File: config.mk
export PLATFORM = sky130hd
export DESIGN_NAME = led_scan_driver
export DESIGN_NICKNAME = d
export VERILOG_FILES = /design/src/rtl/led_scan_driver_pkg.sv /design/src/rtl/led_scan_driver_scan_counter.sv /design/src/rtl/led_scan_driver.sv
export SDC_FILE = /design/constraint.sdc
export NUM_CORES = 1
export LEC_CHECK = 0
export CAP_MARGIN = 30
export CORE_ASPECT_RATIO = 1.25
export CORE_MARGIN = 4
export CORE_UTILIZATION = 55
export CTS_CLUSTER_SIZE = 14
export DETAILED_ROUTE_END_ITERATION = 8
export DONT_BUFFER_PORTS = 1
export PLACE_DENSITY = 0.73
export SLEW_MARGIN = 20
export SYNTH_ARGS = -nofsm -noshare
export SYNTH_HDL_FRONTEND = slang
export SYNTH_SLANG_ARGS = --single-unit
export TNS_END_PERCENT = 20
File: constraint.sdc
create_clock -name clk -period 3.5 [get_ports clk]
set_clock_uncertainty 0.2 [all_clocks]
set_input_delay 0.35 -clock clk [delete_from_list [all_inputs] [get_ports clk]]
set_output_delay 0.35 -clock clk [all_outputs]
set_load 0.02 [all_outputs]
File: src/rtl/led_scan_driver_pkg.sv
// Shared constants and types for the guess-LED scan driver.
package led_scan_driver_pkg;

  localparam int unsigned NUM_LEDS = 4;
  localparam int unsigned COLOR_W  = 3;
  localparam int unsigned POS_W    = 2;

  localparam int unsigned RED   = 0;
  localparam int unsigned GREEN = 1;
  localparam int unsigned BLUE  = 2;

  localparam logic [COLOR_W-1:0] COLOR_OFF = 3'b000;

  typedef enum logic {
    BLANK = 1'b0,
    DRIVE = 1'b1
  } slot_phase_e;

  // Frame-stable copy of the guess-entry inputs
  typedef struct packed {
    logic                                enable;
    logic [POS_W-1:0]                    blink_led;
    logic [NUM_LEDS-1:0][COLOR_W-1:0]    color;
  } snapshot_t;

endpackage

File: src/rtl/led_scan_driver_scan_counter.sv
// Modulo counter with terminal-value wrap pulse and look-ahead count.
module scan_counter #(
  parameter int unsigned MODULUS   = 2,
  parameter int unsigned RESET_VAL = 0,
  localparam int unsigned W        = (MODULUS > 1) ? $clog2(MODULUS) : 1
) (
  input  logic         clk,
  input  logic         rst,
  input  logic         en,
  input  logic         clr,
  output logic [W-1:0] count_nxt_c,
  output logic         wrap_c
);

  localparam logic [W-1:0] LAST = W'(MODULUS - 1);

  logic [W-1:0] count;

  always_comb begin
    wrap_c      = en && (count == LAST);
    count_nxt_c = count;
    if (clr || wrap_c) begin
      count_nxt_c = '0;
    end else if (en) begin
      count_nxt_c = count + W'(1);
    end
  end

  always_ff @(posedge clk or posedge rst) begin
    if (rst) begin
      count <= W'(RESET_VAL);
    end else begin
      count <= count_nxt_c;
    end
  end

endmodule

File: src/rtl/led_scan_driver.sv
// Time-multiplexed RGB driver for the four guess-position LEDs with
// per-slot blanking and frame-synchronous blink of one position.
module led_scan_driver
  import led_scan_driver_pkg::*;
#(
  parameter int unsigned SCAN_DIV     = 50000,
  parameter int unsigned BLANK_CYCLES = 500,
  parameter int unsigned BLINK_FRAMES = 250
) (
  input  logic         clk,
  input  logic         rst,
  input  logic         enable,
  input  logic [2:0]   led_zero,
  input  logic [2:0]   led_one,
  input  logic [2:0]   led_two,
  input  logic [2:0]   led_three,
  input  logic [1:0]   blink_led,
  output logic [2:0]   rgb,
  output logic [3:0]   an,
  output logic         frame_tick
);

  localparam int unsigned CNT_W = (SCAN_DIV > 1) ? $clog2(SCAN_DIV) : 1;
  localparam int unsigned FC_W  = (BLINK_FRAMES > 1) ? $clog2(BLINK_FRAMES) : 1;
  localparam logic [POS_W-1:0] POS_LAST = POS_W'(NUM_LEDS - 1);

  logic [CNT_W-1:0]   cnt_nxt;
  logic               slot_wrap;
  logic               boundary_c;
  logic [FC_W-1:0]    fc_nxt_unused;
  logic               fc_wrap;

  logic [POS_W-1:0]   pos, pos_nxt;
  snapshot_t          snap, snap_nxt;
  logic               blink_phase, blink_nxt;
  slot_phase_e        phase_nxt;
  logic               dark;
  logic [COLOR_W-1:0] color_sel;
  logic [NUM_LEDS-1:0] an_nxt;
  logic [COLOR_W-1:0] rgb_nxt;
  logic               tick_nxt;

  scan_counter #(
    .MODULUS   (SCAN_DIV),
    .RESET_VAL (SCAN_DIV - 1)
  ) u_slot (
    .clk         (clk),
    .rst         (rst),
    .en          (1'b1),
    .clr         (1'b0),
    .count_nxt_c (cnt_nxt),
    .wrap_c      (slot_wrap)
  );

  assign boundary_c = slot_wrap && (pos == POS_LAST);

  // Frame counter restarts whenever the captured enable is low
  scan_counter #(
    .MODULUS   (BLINK_FRAMES),
    .RESET_VAL (0)
  ) u_frame (
    .clk         (clk),
    .rst         (rst),
    .en          (boundary_c),
    .clr         (boundary_c && !enable),
    .count_nxt_c (fc_nxt_unused),
    .wrap_c      (fc_wrap)
  );

  // Outputs are computed from next-state so they register in step with cnt/pos
  always_comb begin
    pos_nxt   = pos;
    snap_nxt  = snap;
    blink_nxt = blink_phase;
    phase_nxt = BLANK;
    dark      = 1'b0;
    color_sel = COLOR_OFF;
    an_nxt    = '1;
    rgb_nxt   = COLOR_OFF;
    tick_nxt  = boundary_c;

    if (slot_wrap) begin
      pos_nxt = (pos == POS_LAST) ? '0 : pos + POS_W'(1);
    end

    if (boundary_c) begin
      snap_nxt.enable    = enable;
      snap_nxt.blink_led = blink_led;
      snap_nxt.color     = {led_three, led_two, led_one, led_zero};
      if (!enable) begin
        blink_nxt = 1'b0;
      end else if (fc_wrap) begin
        blink_nxt = ~blink_phase;
      end
    end

    if (32'(cnt_nxt) >= BLANK_CYCLES) begin
      phase_nxt = DRIVE;
    end

    dark = snap_nxt.enable && blink_nxt && (snap_nxt.blink_led == pos_nxt);

    if ((phase_nxt == DRIVE) && !dark) begin
      an_nxt[pos_nxt] = 1'b0;
      color_sel       = snap_nxt.color[pos_nxt];
      rgb_nxt[RED]    = color_sel[RED];
      rgb_nxt[GREEN]  = color_sel[GREEN];
      rgb_nxt[BLUE]   = color_sel[BLUE];
    end
  end

  always_ff @(posedge clk or posedge rst) begin
    if (rst) begin
      pos         <= POS_LAST;
      snap        <= '0;
      blink_phase <= 1'b0;
      an          <= '1;
      rgb         <= COLOR_OFF;
      frame_tick  <= 1'b0;
    end else begin
      pos         <= pos_nxt;
      snap        <= snap_nxt;
      blink_phase <= blink_nxt;
      an          <= an_nxt;
      rgb         <= rgb_nxt;
      frame_tick  <= tick_nxt;
    end
  end

endmodule

# --- After elaboration in Yosys (flattened, before gate mapping) ---
# Index checks and enable logic that the tools add are counted.
totals:
  ff_bits: 50
  inputBits: 17
  word_cells: 52
  out_inout_bits: 8
classes:
  n_lt_le_gt_ge: 3
  n_eq_ne: 4
  n_bitwise: 2
  mux: 16
  n_reduce_logical: 11
  addsub: 3
op_table:
  columns: ["op", "count"]
  rows:
  - ["$add A16 B1 Y16 const B", 1]
  - ["$eq A16 B16 Y1 const B", 1]
  - ["$ge A16 B9 Y1 const B", 1]
  - ["$mux W16", 1]
  - ["$mux W8", 2]
  - ["$mux W15", 1]
  - ["$add A8 B1 Y8 const B", 1]
  - ["$eq A8 B8 Y1 const B", 1]
  - ["$logic_and A1 B1 Y1", 7]
  - ["$bmux W3 S2", 1]
  - ["$mux W3", 2]
  - ["$mux W1", 5]
  - ["$mux W2", 2]
  - ["$mux W4", 1]
  - ["$not A4 Y4", 1]
  - ["$lt A2 B3 Y1 const B", 1]
  - ["$add A2 B1 Y2 const B", 1]
  - ["$demux W1 S2", 1]
  - ["$eq A2 B2 Y1", 1]
  - ["$eq A2 B2 Y1 const B", 1]
  - ["$ge A2 B1 Y1 const B", 1]
  - ["$logic_not A1 Y1", 2]
  - ["$reduce_bool A2 Y1", 1]
  - ["$logic_or A1 B1 Y1", 1]
  - ["$not A1 Y1", 1]

# --- Longest topological paths before layout ---
# Gate-level depths: netlist (run 1).
logic_depth:
  ltp_word: 11
  mapped_depth: 9
  depth_no_buf: 8

# --- Modules after synthesis ---
# A second synthesis (run 1) with hierarchy kept.
hier_totals:
  cells_unflattened: 236
  area_unflattened_um2: 2601.2
by_module_without_submodules:
  columns: ["module", "area_per_inst_um2", "instances", "cells_each"]
  rows:
  - ["led_scan_driver", 1253.7, 1, 103]
  - ["scan_counter at u_slot", 882.1, 1, 87]
  - ["scan_counter at u_frame", 465.4, 1, 46]

# --- Worst setup path after synthesis (run 1) ---
# No wires, ideal clock.
synth_path:
  kind: "register to register"
  startpoint: "register u_slot.count[3]"
  endpoint: "register rgb[0]"
  stages_incl_launch_ff: 8
  required_time_ns: 3.151
  n_path_buf: 1
  arrival_ns: 2.516
  path_slack_ns: 0.635
  synth_period_minus_slack_ns: 2.865
  setup_ns: 0.149
  path_cell_list: "dfstp_2 buf_4 or4b_4 nor4_4 mux2i_1 mux4_1 o21ai_0 nor3_1"
synth_via:
  elab_chain_cells: 11
  word_cells_on_any_way: 20
  classes_between: "add/sub (1); order compare (1); eq/ne (2); mux (10); reduce/logical (6)"
synth_lines:
  columns: ["element", "line_no", "source"]
  rows:
  - ["start, declared", "led_scan_driver_scan_counter.sv:17", "logic [W-1:0] count;"]
  - ["start signal, assigned", "led_scan_driver_scan_counter.sv:31", "count <= W'(RESET_VAL);"]
  - ["start signal, assigned", "led_scan_driver_scan_counter.sv:33", "count <= count_nxt_c;"]
  - ["parallel branches: the longest is 10 deep, another holds $add A16 B1 Y16", null, null]
  - ["$mux W3 *", "led_scan_driver.sv:103", "if ((phase_nxt == DRIVE) && !dark) begin"]
  - ["net rgb_nxt[0]", "led_scan_driver.sv:40", "logic [COLOR_W-1:0] rgb_nxt;"]
  - ["end signal, assigned", "led_scan_driver.sv:125", "rgb <= rgb_nxt;"]
  - ["end, declared", "led_scan_driver.sv:18", "output logic [2:0] rgb,"]
# Mark *: on every way through the listed nets, which the timed path passes. The select of a mux whose other input is x is not followed.
# A chain may end at the register's enable or synchronous reset.

# --- Final worst setup path (run 1) ---
layout_path:
  startpoint: "register u_slot.count[0]"
  endpoint: "register an[2]"
layout_via:
  elab_chain_cells: 11
  word_cells_on_any_way: 24
  classes_between: "add/sub (1); order compare (3); eq/ne (2); mux (10); bitwise (1); reduce/logical (7)"
layout_lines:
  columns: ["element", "line_no", "source"]
  rows:
  - ["parallel branches: the longest is 10 deep, another holds $add A16 B1 Y16", null, null]
  - ["$mux W4 *", "led_scan_driver.sv:103", null]
  - ["net an_nxt[2]", "led_scan_driver.sv:39", "logic [NUM_LEDS-1:0] an_nxt;"]
  - ["end signal, assigned", "led_scan_driver.sv:124", "an <= an_nxt;"]
  - ["end, declared", "led_scan_driver.sv:19", "output logic [3:0] an,"]
# Mark *: on every way through the listed nets, which the timed path passes.

==> key figures, run 1 <==
Outcome
  – Status: complete, no violations

Clock network
  – Post-CTS Setup Inserts: 0
  – Clock-pin slew on the worst setup and hold paths: roughly 90 ps
  – H-tree depth: 2
  – Root Buffer: clkbuf_8
  – CTS tree: done
  – Clock sinks: 50
  – Worst-Skew Late Latency: about 310 ps
  – Clock tree buffer depth: 2
  – CTS Buf Count: 5

Yosys
  – Ys async rst share: 1.00
  – Synth warn: 0
  – Largest family of logic cells by synthesized area: simple AND/OR/NAND/NOR gates
  – Top cells by count, synth: 68 x nand2_1, 35 x dfrtp_1, 19 x nor2_1
  – Ys flop type: dfrtp_1
  – Area fraction of the dominant cell type after synthesis: 0.323
  – Yosys reg bits: 50
  – Post-synthesis simple-gate area fraction: 0.262
  – Count of flip-flops with a built-in enable after synthesis: 0
  – Post-synthesis compound-gate area fraction: 0.108
  – Ranking of synthesized cells by area: dfrtp_1 32%, dfstp_2 15%, nand2_1 9.4%
  – Sequential cell area fraction in the yosys report: 0.468
  – Syn Nets: 305
  – Post-synth cell types: 53
  – Post-synthesis adder-cell area fraction: 0.0184
  – Syn avg cell area: about 9.6 sq um
  – Synth Area in XOR/XNOR: 0.0516
  – Most common cell in the synthesized netlist: nand2_1
  – Mux contribution to synthesized area: 0.0604
  – Post-Syn Instances: 284
  – Cell accounting for the most synthesized area: dfrtp_1
  – Post-Syn Area: about 0.0027 sq mm

Route
  – Post-Route WL: about 5.4 mm
  – Avg WL per Cell: between 10 and 15 um
  – DRT iter0 DRCs: 90
  – Via count: around 2000
  – Via-to-Cell Ratio: 5.63
  – Antenna viol nets, final: 0
  – DRC violations left: 0
  – DR pass1 iterations: 4

Timing
  – Final Hold Fails: 0
  – Slew HR: 0.572
  – Crit share post-route: 0.870
  – Setup violators final: 0
  – FMAX: between 300 and 400 MHz
  – Max Slew Vio Count: 0
  – Final worst-path setup slack: 456 ps
  – Min Tclk post-route: 3040 ps
  – Setup TNS: 0 ps
  – Worst-Margin Slew: ~640 ps
  – RSZ-0062 raised after global routing: no

Power
  – Switching Share: 0.213
  – Gate power share: 0.031
  – Internal Power: ~730 uW
  – Sw power: approximately 200 uW
  – Leak pwr: 1.29 nW
  – Pwr Total: about 930 uW
  – Sequential power share: 0.622
  – Clock Power Share: 0.347
  – Worst VDD drop: between 0.3 and 0.4 mV
  – Pwr dens: a little over 300 mW/mm^2

Place
  – GP Congestion: between 0.7 and 0.8
  – HPWL after DPL: about 3.8 mm
  – Placed cells: 340
  – Worst slack, placed: approximately 490 ps
  – Post-DP Area: 0.00280 sq mm
  – Port Buffer Count: 0

Global routing
  – Largest net degree at the start of global routing: 36
  – Vias in the first global route: roughly 2000
  – First-pass GRT wire length: between 9 and 10 mm
  – Gr ovfl total: 0
  – GRT Total Usage: 0.197
  – Initial antenna violation count: 0

Finish
  – Multi-input logic area: between 0.001 and 0.0015 sq mm
  – Diode count: 0
  – Synth-to-layout area growth: 11.8%
  – Final std cell area, no fill: a little over 0.003 sq mm
  – Layout fillers: approximately 410
  – Layout cell share with drive strength beyond 1: 0.139
  – Final std cells w/o fill: around 360
  – Final Net Count: 323
  – Storage cell area: between 0.001 and 0.0015 sq mm

Hold path
  – Hold path start: blink_led[1]
  – Min-Delay Path Class: in -> reg

Worst setup path
  – Crit path required time: about 3500 ps
  – WS Path Type: reg -> reg
  – Startpoint types: flop
  – Crit path DAT: 3080 ps
  – Setup crit end kind: flop
  – Worst Setup SP: u_slot.count[0]
  – Critical Path Slowest Stage Cell: dfstp_2
  – CP cell instances: ha_1 > nand3_1 > or3b_1 > a2111oi_0 > o221ai_1 > o211ai_1 > a2111oi_2 > a2111o_1
  – CP max stage delay: approximately 560 ps
  – Crit path max fanout: 7
  – Worst r2r src: u_slot.count[0]

Floorplanning
  – FP Rows: 28
  – Die height: 86.6 um
  – Core outline area: 0.00476 sq mm
  – I/O pins: 25
  – Initial Utilization: 0.570
  – Die Wd: slightly above 70 um
  – Die area: just over 0.006 sq mm

Run
  – Max-Cap Viols: 0
timing repair:
item / 4_1_cts / 5_1_grt
hold buffers: 15 / 0
endpoints found under the hold margin: 31 / 0
gates resized for setup: 0 / 0
through the flow:
step | utilization | hold WS [ps]
after floorplan | - | 252
after global placement | 0.584 | 264
after detailed placement | 0.588 | 29.0
after CTS | 0.637 | 39.3
after global routing | 0.637 | 37.6
final | 0.637 | 51.7
placed cells by master (no fill, tap or decap), types with 3 or more instances in the layout:
master / count
dlygate4sd3_1: 15
xor2_1: 8
nand2b_1: 4
or3_1: 4
nand3_1: 5
ha_1: 4
and2_1: 7
mux2i_1: 7
o211ai_1: 4
inv_1: 3
nand4_1: 7
nand4b_1: 3
nor2_1: 19
o21ai_0: 16
buf_4: 8
mux4_1: 3
a21oi_1: 10
and3_1: 3
nor3_1: 6
dfrtp_1: 35
nand2_1: 68
clkbuf_8: 5
xnor2_1: 8
dfstp_2: 15
final cells by class:
cell class,count,share of cell area
Clock buffer,6,0.0239
Tap cell,60,0.0247
Clock inverter,2,0.00330
Sequential cell,50,0.418
Inverter,5,0.00618
Timing Repair Buffer,24,0.0758
Multi-Input combinational cell,216,0.448
final timing paths:
path / end / slack (ps) / cells after the start
worst min-delay path: snap[13] / 50 / 1
worst min register to register: snap[8] / 300 / 2
worst max register to register: an[2] / 460 / 8
worst max-delay path: an[2] / 460 / 8
min in group asynchronous: u_slot.count[10] / 270 / 2
max in group asynchronous: u_slot.count[9] / 2270 / 3
worst max-delay path, delay by kind of cell, from the launching register on:
kind            cells  cell delay [ps]
compound gates      5             1460
flops               1              560
simple gates        2              480
fa+ha+maj           1              290
per-layer routing:
layer | up-vias | part of all wire | track usage
met5 | - | 0 | 0
met4 | 0 | 0.019 | 0.0718
met3 | 7 | 0.029 | 0.0336
met2 | 32 | 0.51 | 0.340
met1 | 983 | 0.45 | 0.248
li1 | 1022 | - | -
power groups by stage:
stage                     clock (mW)  sequential [mW]  combinational [mW]
after floorplan                    0            0.589             0.00935
after global placement             0            0.589              0.0128
after detailed placement           0            0.589              0.0156
after CTS                      0.335            0.578              0.0291
after global routing           0.358            0.578              0.0328
final                          0.323            0.578              0.0285
sequential cells by signal, indices dropped and copies added, names as in the netlist:
name	flops
u_slot.count	16
snap	15
u_frame.count	8
an	4
rgb	3
pos	2
blink_phase	1
frame_tick	1
cells by family after synthesis:
logic type | count (synthesis)
AO/OA/AOI/OAI | 45
AND/OR/NAND/NOR | 140
multiplexers | 11
buffers and inverters | 18
XOR/XNOR | 16
flip-flops | 50
adder cells (fa/ha/maj) | 4
Note: power is estimated with default switching activity, not from simulation.
==> run 2, diff against run 1 <==
--- a/config.mk
+++ b/config.mk
@@ -12,7 +12,7 @@
 export CTS_CLUSTER_SIZE = 14
 export DETAILED_ROUTE_END_ITERATION = 8
 export DONT_BUFFER_PORTS = 1
-export PLACE_DENSITY = 0.73
+export PLACE_DENSITY = 0.7
 export SLEW_MARGIN = 20
 export SYNTH_ARGS = -nofsm -noshare
 export SYNTH_HDL_FRONTEND = slang
==> key figures, run 2 (synthesis results as in run 1) <==
Floorplanning
  – FP Rows: 28
  – Initial Utilization: 0.570
  – I/O pins: 25
  – Die area: ~0.0061 sq mm
  – Die height: between 80 and 90 um
  – Die Wd: ~71 um
  – Core outline area: 0.00476 sq mm

Clock network
  – Post-CTS Setup Inserts: 0
  – CTS Buf Count: 5
  – Clock-pin slew on the worst setup and hold paths: about 100 ps
  – Clock tree buffer depth: 2
  – Worst-Skew Late Latency: 310 ps
  – H-tree depth: 2
  – CTS tree: done
  – Root Buffer: clkbuf_8
  – Clock sinks: 50
  – Post-cts repair resize count: 0
  – Hold_buf cts: 15

Timing
  – Setup violators final: 0
  – Final Hold Fails: 0
  – FMAX: approximately 320 MHz
  – Worst-Margin Slew: between 600 and 700 ps
  – Crit share post-route: 0.884
  – RSZ-0062 raised after global routing: no
  – Max Slew Vio Count: 0
  – Hold WS: 31.8 ps
  – Setup TNS: 0 ps
  – Min Tclk post-route: about 3100 ps
  – Final worst-path setup slack: 406 ps
  – Slew HR: 0.551

Route
  – DRT iter0 DRCs: 130
  – Via count: around 2100
  – DR pass1 iterations: 4
  – Post-Route WL: roughly 5.4 mm
  – Via-to-Cell Ratio: around 5.7
  – Antenna viol nets, final: 0
  – DRC violations left: 0
  – Avg WL per Cell: around 15 um

Finish
  – Synth-to-layout area growth: 11.3%
  – Largest register FFs: 16
  – Final core occ: 0.634
  – Final Net Count: between 300 and 400
  – Most frequent cells in the layout: 68 x nand2_1, 35 x dfrtp_1, 19 x nor2_1
  – Layout cell share with drive strength beyond 1: 0.133
  – Layout fillers: 420
  – Multi-input logic area: 0.00136 sq mm
  – Storage cell area: about 0.0013 sq mm
  – Diode count: 0
  – Final std cell area, no fill: ~0.0030 sq mm
  – Top Registers: u_slot.count: 16 flops, snap: 15 flops, u_frame.count: 8 flops
  – Top reg by flops: u_slot.count
  – Commonest non-fill, non-tap cell in the layout: nand2_1
  – Final std cells w/o fill: 360

Power
  – Sw power: roughly 210 uW
  – Clock Power Share: 0.358
  – Pwr dens: between 300 and 400 mW/mm^2
  – Internal Power: between 700 and 800 uW
  – Switching Share: 0.224
  – Pwr Total: 945 uW
  – Worst VDD drop: 0.247 mV
  – Sequential power share: 0.612
  – Leak pwr: roughly 1.3 nW
  – Gate power share: 0.030

Worst setup path
  – CP cell instances: ha_1 > nand3_1 > or3b_1 > a2111oi_0 > o221ai_1 > o211ai_1 > a2111oi_2 > a2111o_1
  – Crit path required time: around 3500 ps
  – Crit path max fanout: 7
  – Worst Setup SP: u_slot.count[0]
  – Critical Path Slowest Stage Cell: dfstp_2
  – Cell family with most CP delay: compound AO/OA/AOI/OAI gates
  – RR Endpoint: an[3]
  – Startpoint types: flop
  – CP max stage delay: about 570 ps
  – Critical path endpoint: an[3]
  – Crit path depth: 8
  – WS Path Type: reg -> reg
  – Worst r2r src: u_slot.count[0]
  – CP Buf/Inv Count: 0
  – R2R cell count: 8
  – Setup crit end kind: flop
  – Crit path DAT: approximately 3100 ps
  – R2R setup slack: between 400 and 500 ps

Run
  – Max-Cap Viols: 0

Place
  – GP Congestion: ~0.8
  – HPWL after DPL: approximately 3.8 mm
  – Worst slack, placed: approximately 410 ps
  – Placed cells: 337
  – Port Buffer Count: 0
  – Post-DP Area: around 0.0028 sq mm

Hold path
  – Min-Delay Path Class: in -> reg

Global routing
  – First-pass GRT wire length: 9.26 mm
  – GRT Total Usage: 0.191
  – Gr ovfl total: 0
  – Largest net degree at the start of global routing: 36
  – Initial antenna violation count: 0
  – Vias in the first global route: approximately 2100

Outcome
  – Status: complete, no violations
run 2: changes by cell type in the layout (fill, tap and decap cells not counted):
cell        delta
buf_4          -3
clkbuf_1       -1
clkinv_2       -1
clkinv_4       +1
clkinvlp_4     +1
run 2: worst min path at each step:
| stage | from | end | depth (start not counted) |
|---|---|---|---|
| after floorplan | snap[10] | snap[10] | 2 |
| after global placement | led_zero[1] | snap[1] | 2 |
| after detailed placement | rst | frame_tick | 1 |
| after CTS | blink_led[1] | snap[13] | 1 |
| after global routing | blink_led[1] | snap[13] | 1 |
| final | blink_led[1] | snap[13] | 1 |
run 2: per-layer routing:
metal / up-vias / share of wire / global-route usage
met2: 38 / 0.51 / 0.336
li1: 1029 / - / -
met1: 978 / 0.43 / 0.218
met4: 0 / 0.024 / 0.0974
met5: - / 0 / 0
met3: 10 / 0.033 / 0.0418
run 2: final cells by class:
cell class	count	share of cell area
flip-flops and latches	50	0.420
multi-input cells	216	0.450
well taps	60	0.0248
clock buffers	5	0.0228
clock inverters	3	0.00704
repair buffers	21	0.0687
inverters	5	0.00621
run 2: power groups by stage:
stage	combinational (mW)	sequential, mW	clock (mW)
finish	0.0285	0.578	0.338
global route	0.0323	0.578	0.374
CTS	0.0294	0.578	0.357
detailed placement	0.0156	0.589	0
global placement	0.0126	0.589	0
floorplan	0.00935	0.589	0
